==> config.mk <==
export PLATFORM = sky130hd
export DESIGN_NAME = sprite_commit_ctrl_flat
export DESIGN_NICKNAME = d
export VERILOG_FILES = /design/src/rtl/sprite_pkg.sv /design/src/rtl/sprite_commit_ctrl_if.sv /design/src/rtl/sprite_commit_ctrl.sv /design/src/flat_wrapper.sv
export SDC_FILE = /design/constraint.sdc
export NUM_CORES = 1
export LEC_CHECK = 0
export ABC_AREA = 1
export CAP_MARGIN = 20
export CORE_MARGIN = 2
export CORE_UTILIZATION = 24
export CTS_CLUSTER_DIAMETER = 50
export DETAILED_ROUTE_END_ITERATION = 12
export GPL_TIMING_DRIVEN = 0
export PLACE_DENSITY = 0.37
export SETUP_SLACK_MARGIN = 0.15
export SYNTH_ARGS = -nofsm -noshare
export SYNTH_HDL_FRONTEND = slang
export SYNTH_SLANG_ARGS = --single-unit
==> constraint.sdc <==
create_clock -name clk -period 7.19 [get_ports clk]
set_clock_uncertainty 0.1 [all_clocks]
set_input_delay 1.7975 -clock clk [delete_from_list [all_inputs] [get_ports clk]]
set_output_delay 1.7975 -clock clk [all_outputs]
set_load 0.05 [all_outputs]
==> src/rtl/sprite_pkg.sv <==
// Shared definitions for the sprite commit controller: FSM encoding, sprite-count
// limit and the layout of the shadow-register address {sprite, sel}.
package sprite_pkg;

    localparam int MAX_NSPR     = 8;
    localparam int SPR_W        = $clog2(MAX_NSPR);
    localparam int ADDR_W       = 4;
    localparam int ADDR_SEL_BIT = 0;
    localparam int ADDR_SPR_LSB = 1;
    localparam int ADDR_SPR_MSB = 3;

    typedef enum logic [1:0] {
        ST_IDLE   = 2'd0,
        ST_ARMED  = 2'd1,
        ST_COMMIT = 2'd2
    } state_e;

    // sel=1 addresses the Y register of a sprite, sel=0 the X register
    function automatic logic addr_is_y(input logic [ADDR_W-1:0] a);
        return a[ADDR_SEL_BIT];
    endfunction

    function automatic logic [SPR_W-1:0] addr_sprite(input logic [ADDR_W-1:0] a);
        return a[ADDR_SPR_MSB:ADDR_SPR_LSB];
    endfunction

endpackage

==> src/rtl/sprite_commit_ctrl_if.sv <==
// CPU-side shadow/commit strobes and sprite load-port bundle for sprite_commit_ctrl.
interface sprite_commit_ctrl_if
    import sprite_pkg::*;
#(
    parameter int NSPR = 4,
    parameter int DW   = 16
);

    logic                  wr_en;
    logic [ADDR_W-1:0]     wr_addr;
    logic [DW-1:0]         wr_data;
    logic                  commit_req;
    logic                  frame_start;
    logic [DW-1:0]         ld_data;
    logic [NSPR-1:0]       ld_x_en;
    logic [NSPR-1:0]       ld_y_en;
    logic                  pend;
    logic                  busy;
    logic [2*NSPR-1:0]     dirty;

    modport master (
        output wr_en, wr_addr, wr_data, commit_req, frame_start,
        input  ld_data, ld_x_en, ld_y_en, pend, busy, dirty
    );

    modport slave (
        input  wr_en, wr_addr, wr_data, commit_req, frame_start,
        output ld_data, ld_x_en, ld_y_en, pend, busy, dirty
    );

endinterface

==> src/rtl/sprite_commit_ctrl.sv <==
// Shadowed sprite X/Y registers committed atomically to the sprite load port at a frame boundary.
// Optional build macro SPRITE_AUTOCOMMIT_EN: frame_start in IDLE commits pending dirty shadows.
module sprite_commit_ctrl
    import sprite_pkg::*;
#(
    parameter int NSPR = 4,
    parameter int DW   = 16
) (
    input  logic                 clk,
    input  logic                 rst,
    sprite_commit_ctrl_if.slave  bus
);

    localparam int NSH = 2 * NSPR;
    localparam int IW  = $clog2(NSH);
    localparam logic [IW-1:0] IDX_LAST = IW'(NSH - 1);

    state_e            state_r;
    state_e            state_next_s;
    logic [IW-1:0]     idx_r;
    logic [IW-1:0]     idx_next_s;
    logic              rearm_r;
    logic              rearm_next_s;
    logic              pend_r;
    logic              busy_r;
    logic [DW-1:0]     shadow_r [NSH];
    logic [NSH-1:0]    dirty_r;

    logic              wr_hit_s;
    logic [IW-1:0]     wr_idx_s;
    logic              ld_hit_s;
    logic [ADDR_W-1:0] idx_ext_s;
    logic [DW-1:0]     ld_data_s;
    logic [NSPR-1:0]   ld_x_en_s;
    logic [NSPR-1:0]   ld_y_en_s;

    // Out-of-range shadow addresses are dropped entirely
    assign wr_hit_s  = bus.wr_en && ({1'b0, bus.wr_addr} < 5'(NSH));
    assign wr_idx_s  = bus.wr_addr[IW-1:0];
    assign ld_hit_s  = (state_r == ST_COMMIT) && dirty_r[idx_r];
    assign idx_ext_s = ADDR_W'(idx_r);

    // Next-state, scan index and re-arm flag
    always_comb begin
        state_next_s = state_r;
        idx_next_s   = idx_r;
        rearm_next_s = rearm_r;
        case (state_r)
            ST_IDLE: begin
                idx_next_s   = {IW{1'b0}};
                rearm_next_s = 1'b0;
                if (bus.commit_req) begin
                    state_next_s = ST_ARMED;
                end
`ifdef SPRITE_AUTOCOMMIT_EN
                else if (bus.frame_start && (|dirty_r)) begin
                    state_next_s = ST_COMMIT;
                end
`endif
                else begin
                    state_next_s = ST_IDLE;
                end
            end
            ST_ARMED: begin
                idx_next_s   = {IW{1'b0}};
                rearm_next_s = 1'b0;
                if (bus.frame_start) begin
                    state_next_s = ST_COMMIT;
                end else begin
                    state_next_s = ST_ARMED;
                end
            end
            ST_COMMIT: begin
                // A request arriving on the final scan cycle still re-arms
                if (idx_r == IDX_LAST) begin
                    idx_next_s   = {IW{1'b0}};
                    rearm_next_s = 1'b0;
                    if (rearm_r || bus.commit_req) begin
                        state_next_s = ST_ARMED;
                    end else begin
                        state_next_s = ST_IDLE;
                    end
                end else begin
                    idx_next_s   = idx_r + IW'(1);
                    rearm_next_s = rearm_r | bus.commit_req;
                    state_next_s = ST_COMMIT;
                end
            end
            default: begin
                state_next_s = ST_IDLE;
                idx_next_s   = {IW{1'b0}};
                rearm_next_s = 1'b0;
            end
        endcase
    end

    // FSM state, scan index and status flags
    always_ff @(posedge clk or posedge rst) begin
        if (rst) begin
            state_r <= ST_IDLE;
            idx_r   <= {IW{1'b0}};
            rearm_r <= 1'b0;
            pend_r  <= 1'b0;
            busy_r  <= 1'b0;
        end else begin
            state_r <= state_next_s;
            idx_r   <= idx_next_s;
            rearm_r <= rearm_next_s;
            pend_r  <= (state_next_s == ST_ARMED);
            busy_r  <= (state_next_s == ST_COMMIT);
        end
    end

    // Shadow file and dirty flags; a CPU write wins over the scan clearing the same entry
    always_ff @(posedge clk or posedge rst) begin
        if (rst) begin
            for (int i = 0; i < NSH; i++) begin
                shadow_r[i] <= {DW{1'b0}};
            end
            dirty_r <= {NSH{1'b0}};
        end else begin
            for (int i = 0; i < NSH; i++) begin
                if (wr_hit_s && (wr_idx_s == IW'(i))) begin
                    shadow_r[i] <= bus.wr_data;
                    dirty_r[i]  <= 1'b1;
                end else if (ld_hit_s && (idx_r == IW'(i))) begin
                    dirty_r[i]  <= 1'b0;
                end
            end
        end
    end

    // Load-port decode from the registered scan position
    always_comb begin
        ld_data_s = {DW{1'b0}};
        ld_x_en_s = {NSPR{1'b0}};
        ld_y_en_s = {NSPR{1'b0}};
        if (ld_hit_s) begin
            ld_data_s = shadow_r[idx_r];
            for (int i = 0; i < NSPR; i++) begin
                if (addr_sprite(idx_ext_s) == SPR_W'(i)) begin
                    ld_x_en_s[i] = ~addr_is_y(idx_ext_s);
                    ld_y_en_s[i] = addr_is_y(idx_ext_s);
                end else begin
                    ld_x_en_s[i] = 1'b0;
                    ld_y_en_s[i] = 1'b0;
                end
            end
        end else begin
            ld_data_s = {DW{1'b0}};
            ld_x_en_s = {NSPR{1'b0}};
            ld_y_en_s = {NSPR{1'b0}};
        end
    end

    assign bus.ld_data = ld_data_s;
    assign bus.ld_x_en = ld_x_en_s;
    assign bus.ld_y_en = ld_y_en_s;
    assign bus.pend    = pend_r;
    assign bus.busy    = busy_r;
    assign bus.dirty   = dirty_r;

endmodule

==> src/flat_wrapper.sv <==
// flat-port wrapper written by rule: the top's interface ports become plain ports
module sprite_commit_ctrl_flat import sprite_pkg::*;
#(
    parameter int NSPR = 4,
    parameter int DW   = 16
)
  (clk, rst, bus_wr_en, bus_wr_addr, bus_wr_data, bus_commit_req, bus_frame_start, bus_ld_data, bus_ld_x_en, bus_ld_y_en, bus_pend, bus_busy, bus_dirty);
  sprite_commit_ctrl_if #(.NSPR(NSPR), .DW(DW)) bus_i ();
  input  logic clk;
  input  logic rst;
  input wire logic [$bits(bus_i.wr_en)-1:0] bus_wr_en;
  input wire logic [$bits(bus_i.wr_addr)-1:0] bus_wr_addr;
  input wire logic [$bits(bus_i.wr_data)-1:0] bus_wr_data;
  input wire logic [$bits(bus_i.commit_req)-1:0] bus_commit_req;
  input wire logic [$bits(bus_i.frame_start)-1:0] bus_frame_start;
  output wire logic [$bits(bus_i.ld_data)-1:0] bus_ld_data;
  output wire logic [$bits(bus_i.ld_x_en)-1:0] bus_ld_x_en;
  output wire logic [$bits(bus_i.ld_y_en)-1:0] bus_ld_y_en;
  output wire logic [$bits(bus_i.pend)-1:0] bus_pend;
  output wire logic [$bits(bus_i.busy)-1:0] bus_busy;
  output wire logic [$bits(bus_i.dirty)-1:0] bus_dirty;
  assign bus_i.wr_en = bus_wr_en;
  assign bus_i.wr_addr = bus_wr_addr;
  assign bus_i.wr_data = bus_wr_data;
  assign bus_i.commit_req = bus_commit_req;
  assign bus_i.frame_start = bus_frame_start;
  assign bus_ld_data = bus_i.ld_data;
  assign bus_ld_x_en = bus_i.ld_x_en;
  assign bus_ld_y_en = bus_i.ld_y_en;
  assign bus_pend = bus_i.pend;
  assign bus_busy = bus_i.busy;
  assign bus_dirty = bus_i.dirty;
  sprite_commit_ctrl #(.NSPR(NSPR), .DW(DW)) u_core (.clk(clk), .rst(rst), .bus(bus_i));
endmodule
==> results of run 1 <==
[state kept, by name, summed over array words and instances (netlist names)]
name,flops
u_core.shadow_r,128
u_core.bus.dirty,8
u_core.idx_r,3
u_core.state_r,2
u_core.bus.busy,1
u_core.bus.pend,1
u_core.rearm_r,1
[worst max-delay path, delay by kind of cell, from the launching register on]
kind	cells	cell delay, ns
flops	1	0.39
simple gates	6	1.14
buf+inv	3	1.14
[report_power, final]
| part | total, µW | switching, µW | internal (µW) |
|---|---|---|---|
| Sequential | 1070 | 89.7 | 983 |
| Combinational | 769 | 532 | 238 |
| Clock | 999 | 370 | 629 |
[metal layers]
layer  vias up  part of all wire  global-route usage
li1       2770                 -                   -
met1      2679              0.50               0.233
met2        95              0.46               0.261
met3        18             0.030              0.0243
met4         0             0.011              0.0457
met5         -                 0                   0
[synthesized netlist by cell type, drive strengths merged]
library cell  number
inv               63
nor3               1
o31ai              2
nand4             16
or2                1
buf               10
nand2            284
clkbuf            32
nor2              44
nand3             63
o21ai            128
ha                 6
o211ai             2
o21a              16
dfrtp            144
[per-stage QoR]
stage / cells / setup TNS, ns
floorplan: 812 / 0
global placement: 1211 / -181.86
detailed placement: 1212 / 0
CTS: 1244 / 0
global route: 1244 / 0
finish: 1244 / 0
[cells by family (layout without fill, tap and decap cells)]
| group | after synthesis | after routing |
|---|---|---|
| compound gates | 148 | 148 |
| fa+ha+maj | 6 | 6 |
| buf+inv | 105 | 196 |
| flops | 144 | 144 |
| simple gates | 409 | 409 |
[layout by cell type (no fill, tap or decap), types with 16 or more instances in the layout]
cell type | synthesis | final
nand2_1 | 284 | 284
o21a_1 | 16 | 16
o21ai_0 | 128 | 128
nand3_1 | 63 | 63
clkdlybuf4s50_1 | 0 | 58
nor2_1 | 38 | 38
nand4_1 | 16 | 16
clkbuf_16 | 0 | 17
clkbuf_1 | 32 | 34
inv_1 | 57 | 56
dfrtp_1 | 144 | 144
[worst min path at each step]
stage,to,slack (ns),cells past startpoint
2_1_floorplan,u_core.bus.busy,0.35,1
3_3_place_gp,u_core.shadow_r[39],0.37,2
3_5_place_dp,u_core.shadow_r[108],0.37,2
4_1_cts,u_core.shadow_r[92],0.39,2
5_1_grt,u_core.shadow_r[108],0.40,2
6_report,u_core.shadow_r[74],0.38,2
[final cells by class]
type / instances / area (µm²) / area share
Inverter: 63 / 244 / 0.0295
Buffer: 42 / 176 / 0.0213
Clock inverter: 12 / 206 / 0.0250
Sequential cell: 144 / 3600 / 0.436
Tap cell: 341 / 427 / 0.0516
Clock buffer: 20 / 447 / 0.0540
Timing Repair Buffer: 59 / 608 / 0.0736
Multi-Input combinational cell: 563 / 2550 / 0.309
==> reports/metrics.yaml, run 1 <==
status:
  status: "completed"
cts:
  clk_pin_slew_ns: 0.06
  cts-root-buf: "clkbuf_16"
  worstSkewPairLatency_ns: 0.42
  cts_sinks: 144
  cts_made_buffers: 17
  post_cts_buffers: 0
  cts_buffer_depth: 2
  cts_resized: 0
  cts.htree.levels: 4
  cts_hold_buf: 0
  cts_tree: "done"
drt:
  drc_errors: 0
  drt-vias-per-instance: 4.47
  num_vias: 5562
  detail-route-antenna-nets: 0
  routedWlPerCell_um: 17.8
  drt_iter0_markers: 370
  finalWirelength_um: 22200
  firstDrtPassIters: 4
timing:
  slew_headroom: 0.554
  hold_viol: 0
  max_freq_ghz: 0.200
  worstMarginPinSlew_ns: 0.669
  fin_crit_ns: 5.00
  whs_ns: 0.385
  setup_slack_ns: 2.19
  setup_viol: 0
  rsz0062_at_grt: "false"
  fin_crit_sh: 0.695
  timing.final.max_slew_violations: 0
synth:
  netlist_area_um2: 6570
  yosysWarnings: 0
  syn_avg_cell_area_um2: 8.09
  synth-seq-area-share: 0.548
  synth_top_area_frac: 0.548
  synthCells: 812
  synthTopCellsByArea: "dfrtp_1 55%, nand2_1 16%, o21ai_0 9.8%, nand3_1 4.8%, inv_1 3.3%"
  synth_compound_area_frac: 0.120
  synth_xor_area_frac: 0
  synthSimpleGateAreaFrac: 0.257
  synth_top_cell_by_area: "dfrtp_1"
  synthAdderAreaFrac: 0.0114
  muxShareOfSynthArea: 0
  synth_cell_type_count: 20
  syn-num-nets: 843
  ys_ff_latch: 144
  synth_top_family_by_area: "simple AND/OR/NAND/NOR gates"
critical_path:
  crit-reg2reg-launch: "u_core.idx_r[0]"
  slowest_delay_ns: 0.87
  critPathCapture: "bus_ld_data[1]"
  slowest_stage: "clkdlybuf4s50_1"
  cp_max_fo: 10
  cp-start-kind: "flip-flop"
  end_kind: "output port"
  crit_start: "u_core.idx_r[2]"
  r2r_end: "u_core.bus.dirty[2]"
  worstPathArrival_ns: 3.10
  worstSetupPathType: "reg2out"
  path_common_cell: "nor2_1"
  crit_chain: "buf_6, nor2_2, nand3_1, nand2_1, nor2_1, nor2_4, inv_2, nor2_1, clkdlybuf4s50_1"
  ff2ff_path_depth: 8
  regToRegSetupSlack_ns: 5.16
  cp.required_ns: 5.29
layout:
  fillCellCount: 2870
  fin_area_um2: 8270
  syn2layout_area_growth_pct: 25.8
  diodes: 0
  fin_nets: 921
  final_core_util: 0.307
  drive_gt1_frac: 0.0554
power:
  irDropWorstVdd_mv: 0.189
  power.total_uw: 2840
  power.density_nw_per_um2: 344
  p_leak_uw: 0.00372
placed_design:
  port_buffers: 58
  dp_hpwl_um: 16700
  gp_congestion: 0.744
  place_ws_ns: 2.61
  place_area_um2: 7610
floorplanning:
  start_util: 0.244
  rows: 60
  die_area_um2: 28700
  die_h_um: 169
  core_um2: 27000
  pin_count: 59
  die_w_um: 169
worst_hold_path:
  hp-start: "u_core.shadow_r[74]"
  hold_path_class: "reg2reg"
global_routing:
  grt.overflow.total: 0
  grt_usage: 0.164
  grt_pass1_wl_um: 35000
  grt_max_degree: 94
  first_global_vias: 5635
  antenna_found_initial: 0
run:
  cap_viol_max_count: 0
Note: power is estimated with default switching activity, not from simulation.
==> inputs of run 2 (changes only) <==
==> constraint.sdc (replaced) <==
create_clock -name clk -period 4.9 [get_ports clk]
set_clock_uncertainty 0.1 [all_clocks]
set_input_delay 1.225 -clock clk [delete_from_list [all_inputs] [get_ports clk]]
set_output_delay 1.225 -clock clk [all_outputs]
set_load 0.05 [all_outputs]
==> run 2 against run 1 <==
  * Via count shrank 1.1%
  * Clock power grew 34%
  * Sequential power up 48%
  * Power is 42% higher
  * Non-clock buffer count up 3
  * Final cell count is 0.24% higher
  * Critical endpoint is now bus_ld_x_en[3]
==> reports/metrics.yaml, run 2 (synthesis gave the netlist of run 1 again) <==
timing:
  max_freq_ghz: 0.228
  worstMarginPinSlew_ns: 0.679  # +0.00983 ns
  rsz0062_at_grt: "false"
  hold_viol: 0  # unchanged
  fin_crit_ns: 4.40
  setup_viol: 0  # unchanged
  fin_crit_sh: 0.897
  slew_headroom: 0.547  # -0.00751
  timing.final.max_slew_violations: 0  # unchanged
  fin_tns_setup_ns: 0  # unchanged
floorplanning:
  rows: 60  # unchanged
  pin_count: 59  # unchanged
  die_area_um2: 28700  # unchanged
  start_util: 0.244  # unchanged
  die_w_um: 169  # unchanged
  die_h_um: 169  # unchanged
  core_um2: 27000  # unchanged
drt:
  drt-vias-per-instance: 4.41  # -1.4%
  detail-route-antenna-nets: 0  # unchanged
  routedWlPerCell_um: 17.6  # -1.2%
  drt_iter0_markers: 408  # +10%
  num_vias: 5500  # -1.1%
  finalWirelength_um: 22000  # -1.0%
  drc_errors: 0  # unchanged
  firstDrtPassIters: 5  # +1
cts:
  cts-root-buf: "clkbuf_16"
  cts_buffer_depth: 2  # unchanged
  cts_tree: "done"
  cts_resized: 0  # unchanged
  cts_hold_buf: 0  # unchanged
  cts_sinks: 144  # unchanged
  cts.htree.levels: 4  # unchanged
  clk_pin_slew_ns: 0.06  # about the same
  cts_made_buffers: 17  # unchanged
  post_cts_buffers: 0  # unchanged
  worstSkewPairLatency_ns: 0.43  # about the same
layout:
  regMostFlops: "u_core.shadow_r"
  largest_register_ff_count: 128  # unchanged
  drive_gt1_frac: 0.0574  # +0.00202
  multi_input_area_um2: 2550  # unchanged
  fin_nets: 924  # +0.33%
  final_common_cell: "nand2_1"
  register_area_um2: 3600  # unchanged
  fin_area_um2: 8260  # about the same
  fillCellCount: 2887  # +0.59%
  final_cell_mix: "284 x nand2_1, 144 x dfrtp_1, 128 x o21ai_0"
  syn2layout_area_growth_pct: 25.7  # about the same
  diodes: 0  # unchanged
critical_path:
  cp_max_fo: 10  # unchanged
  end_kind: "output port"
  worstSetupPathType: "reg2out"
  crit_start: "u_core.idx_r[2]"
  crit_chain: "buf_6, nor2_2, nand3_1, nand2_1, nor2_1, nor2_4, nand2_1, nor2_1, clkdlybuf4s50_1"
  ff2ff_path_depth: 8  # unchanged
  slowest_delay_ns: 0.84  # -0.03 ns
  cp.required_ns: 3.58  # -1.71 ns
  cp-start-kind: "flip-flop"
  worstPathArrival_ns: 3.07  # -0.03 ns
  crit-reg2reg-launch: "u_core.idx_r[0]"
  slowest_stage: "clkdlybuf4s50_1"
worst_hold_path:
  min_path_cells: 2  # unchanged
  hp-start: "u_core.shadow_r[66]"
  hold_path_class: "reg2reg"
placed_design:
  gp_congestion: 0.763  # +2.6%
  place_area_um2: 7660  # +0.64%
  port_buffers: 58  # unchanged
  dp_hpwl_um: 17000  # +2.0%
global_routing:
  grt_max_degree: 34  # -64%
  grt_pass1_wl_um: 35000  # +0.18%
  antenna_found_initial: 1  # +1
  grt.overflow.total: 0  # unchanged
  grt_usage: 0.163  # -0.000875
  first_global_vias: 5731  # +1.7%
power:
  p_leak_uw: 0.00370  # -0.41%
  irDropWorstVdd_mv: 0.272  # +44%
  power.density_nw_per_um2: 489  # +42%
status:
  status: "completed"
run:
  cap_viol_max_count: 0  # unchanged
-- run 2: per-layer routing --
metal | global-route usage | vias to the layer above | wire length, µm
met4 | 0.0357 | 0 | 174
met1 | 0.225 | 2618 | 10900
met5 | 0 | - | 0
met2 | 0.265 | 87 | 10200
li1 | - | 2785 | -
met3 | 0.0329 | 10 | 688
-- run 2: path summary, 6_finish.rpt --
path	endpoint	slack, ns
max in group asynchronous	u_core.shadow_r[100]	2.71
max reg2reg	u_core.bus.dirty[0]	2.94
min	u_core.shadow_r[66]	0.38
min in group asynchronous	u_core.shadow_r[62]	1.15
max	bus_ld_x_en[3]	0.50
min reg2reg	u_core.shadow_r[66]	0.38
-- run 2: stage by stage --
stage	hold slack [ns]	std cells	util	setup slack [ns]	power, µW
after floorplan	0.352	812	-	1.64	2330
after global placement	0.366	1211	0.281	0.149	2730
after detailed placement	0.372	1215	0.284	0.901	2740
after CTS	0.388	1247	0.306	0.419	4100
after global routing	0.402	1247	0.306	0.245	4320
final	0.384	1247	0.306	0.505	4040
-- run 2: cell type report --
class,instances,area share
buffer,42,0.0214
clock buffer,20,0.0529
clock inverter,12,0.0195
inverter,63,0.0291
multi-input combinational,563,0.309
sequential,144,0.436
tap,341,0.0517
timing repair buffer,62,0.0800
-- run 2: worst max-delay path, delay by kind of cell (launching register included) --
kind,cells,cell delay [ns]
AND/OR/NAND/NOR,7,1.26
buffers and inverters,2,0.99
flip-flops,1,0.40
-- run 2: power by group --
part | total, µW | switching, µW | internal, µW | leakage (µW)
Sequential | 1580 | 132 | 1440 | 0.00180
Combinational | 1120 | 771 | 353 | 0.00163
Clock | 1340 | 533 | 805 | 0.000281
==> inputs of run 3 (changes only) <==
--- a/config.mk
+++ b/config.mk
@@ -12,7 +12,7 @@
 export CTS_CLUSTER_DIAMETER = 50
 export DETAILED_ROUTE_END_ITERATION = 12
 export GPL_TIMING_DRIVEN = 0
-export PLACE_DENSITY = 0.37
+export PLACE_DENSITY = 0.45
 export SETUP_SLACK_MARGIN = 0.15
 export SYNTH_ARGS = -nofsm -noshare
 export SYNTH_HDL_FRONTEND = slang
==> run 3 against run 2 <==
  * Count of clock-buffer cells in the layout is the same
  * Largest cell class unchanged
  * Clock power is 7% higher
  * Critical endpoint is now bus_ld_data[0]
  * Highest routed layer unchanged
  * Sequential cell count unchanged
  * Design area is 0.64% higher
  * Combinational power is essentially flat
  * Largest power group unchanged
  * Power is 2.2% higher
  * Critical path depth stayed put
==> reports/metrics.yaml, run 3 (synthesis gave the netlist of run 1 again) <==
cts:
  worstSkewPairLatency_ns: 0.42  # about the same
  cts.htree.levels: 4  # unchanged
  cts-root-buf: "clkbuf_16"
  cts_tree: "done"
  clk_pin_slew_ns: 0.06  # about the same
  cts_buffer_depth: 2  # unchanged
  post_cts_buffers: 0  # unchanged
  cts_made_buffers: 17  # unchanged
  cts_resized: 0  # unchanged
  cts_hold_buf: 0  # unchanged
  cts_sinks: 144  # unchanged
global_routing:
  grt_pass1_wl_um: 32500  # -7.2%
  grt_max_degree: 38  # +12%
  grt_usage: 0.150  # -0.0131
  antenna_found_initial: 0  # -1
  grt.overflow.total: 0  # unchanged
  busiest_layer: "met2"
  use_met2: 0.240  # -0.0256
  grt.met1_usage: 0.213  # -0.0123
  first_global_vias: 5449  # -4.9%
  grtUsageMet3: 0.0252  # -0.00770
layout:
  drive_gt1_frac: 0.0586  # +0.00117
  syn2layout_area_growth_pct: 26.5
  final_core_util: 0.308  # +0.00195
  final_common_cell: "nand2_1"
  regMostFlops: "u_core.shadow_r"
  fin_cells: 1246  # -0.080%
  largest_register_ff_count: 128  # unchanged
  diodes: 0  # unchanged
  fin_nets: 924  # unchanged
  final_cell_mix: "284 x nand2_1, 144 x dfrtp_1, 128 x o21ai_0"
floorplanning:
  die_h_um: 169  # unchanged
  die_area_um2: 28700  # unchanged
  die_w_um: 169  # unchanged
  rows: 60  # unchanged
  core_um2: 27000  # unchanged
  pin_count: 59  # unchanged
  start_util: 0.244  # unchanged
drt:
  drt-vias-per-instance: 4.43  # +0.39%
  num_vias: 5517  # +0.31%
  drt_iter0_markers: 357  # -13%
  drc_errors: 0  # unchanged
  finalWirelength_um: 20400  # -7.0%
  firstDrtPassIters: 5  # unchanged
  routedWlPerCell_um: 16.4  # -6.9%
  detail-route-antenna-nets: 0  # unchanged
placed_design:
  gp_congestion: 0.777  # +1.8%
  port_buffers: 58  # unchanged
  dp.cells: 1215  # unchanged
  dp_hpwl_um: 15900  # -6.4%
critical_path:
  slowest_stage: "clkdlybuf4s50_1"
  ff2ff_path_depth: 8  # unchanged
  worstPathArrival_ns: 3.11  # +0.04 ns
  crit-reg2reg-launch: "u_core.idx_r[0]"
  end_kind: "output port"
  cp-start-kind: "flip-flop"
  cp.required_ns: 3.58  # about the same
  regToRegSetupSlack_ns: 2.85  # -0.09 ns
  cp_max_fo: 10  # unchanged
  slowest_delay_ns: 0.86  # +0.02 ns
  path_common_cell: "nor2_1"
  path_buf_inv: 3  # +1
  crit_chain: "buf_6, nor2_2, nand3_1, nand2_1, nor2_1, nor2_4, inv_2, nor2_1, clkdlybuf4s50_1"
  worstSetupPathType: "reg2out"
  cpLargestDelayFamily: "simple AND/OR/NAND/NOR gates"
  crit_start: "u_core.idx_r[2]"
  r2r_end: "u_core.bus.dirty[2]"
timing:
  timing.final.max_slew_violations: 0  # unchanged
  rsz0062_at_grt: "false"
  fin_crit_sh: 0.905  # +0.00832
  hold_viol: 0  # unchanged
  slew_headroom: 0.536  # -0.0110
  fin_crit_ns: 4.44  # +0.0408 ns
  worstMarginPinSlew_ns: 0.695  # +0.0165 ns
  fin_tns_setup_ns: 0  # unchanged
  max_freq_ghz: 0.225  # -0.92%
  whs_ns: 0.383  # -0.000899 ns
  setup_viol: 0  # unchanged
run:
  cap_viol_max_count: 0  # unchanged
worst_hold_path:
  min_path_cells: 2  # unchanged
  holdPathEnd: "u_core.shadow_r[10]"
  hold_path_class: "reg2reg"
  hp-start: "u_core.shadow_r[10]"
power:
  power.total_uw: 4130  # +2.2%
  power.density_nw_per_um2: 496  # +1.6%
  irDropWorstVdd_mv: 0.263  # -3.5%
  p_leak_uw: 0.00374  # +1.0%
status:
  status: "completed"
## run 3: changes by cell type in the layout (fill, tap and decap cells not counted), sizes merged
| cell | change |
|---|---|
| bufinv | +2 |
| inv | -1 |
| clkinvlp | -2 |
## run 3: worst max path at each step
| stage | depth (start not counted) | to | slack (ns) |
|---|---|---|---|
| finish | 9 | bus_ld_data[0] | 0.46 |
| CTS | 10 | bus_ld_data[7] | 0.43 |
| global placement | 2 | u_core.bus.dirty[7] | 0.25 |
| detailed placement | 10 | bus_ld_data[7] | 0.89 |
| global route | 8 | bus_ld_data[2] | 0.29 |
| floorplan | 9 | bus_ld_data[10] | 1.64 |
## run 3: final cells by class
type | instances | area, µm²
fill | 2874 | 18600
multi-input combinational | 563 | 2550
inverter | 63 | 240
tap | 341 | 427
buffer | 42 | 176
clock buffer | 20 | 457
timing repair buffer | 62 | 668
clock inverter | 11 | 186
sequential | 144 | 3600
## run 3: worst reg2reg max path, delay by kind of cell, from the launching register on
kind / cells / cell delay, ns
adders and majority gates: 1 / 0.29
buffers and inverters: 3 / 0.81
DFF: 1 / 0.42
and+or+nand+nor: 4 / 0.30
## run 3: layer usage
metal | part of all wire | routed length (µm)
met1 | 0.50 | 10200
met2 | 0.46 | 9440
met3 | 0.031 | 635
met4 | 0.0090 | 184
met5 | 0 | 0
## run 3: where the power goes
group	internal, µW	total [µW]	switching (µW)
registers	1440	1580	133
clock network	925	1430	504
logic	353	1120	768
## run 3: stage by stage
| stage | setup WS (ns) | instance area [µm²] |
|---|---|---|
| 2_1_floorplan | 1.64 | 6570 |
| 3_3_place_gp | 0.245 | 7580 |
| 3_5_place_dp | 0.893 | 7670 |
| 4_1_cts | 0.429 | 8310 |
| 5_1_grt | 0.293 | 8310 |
| 6_report | 0.464 | 8310 |
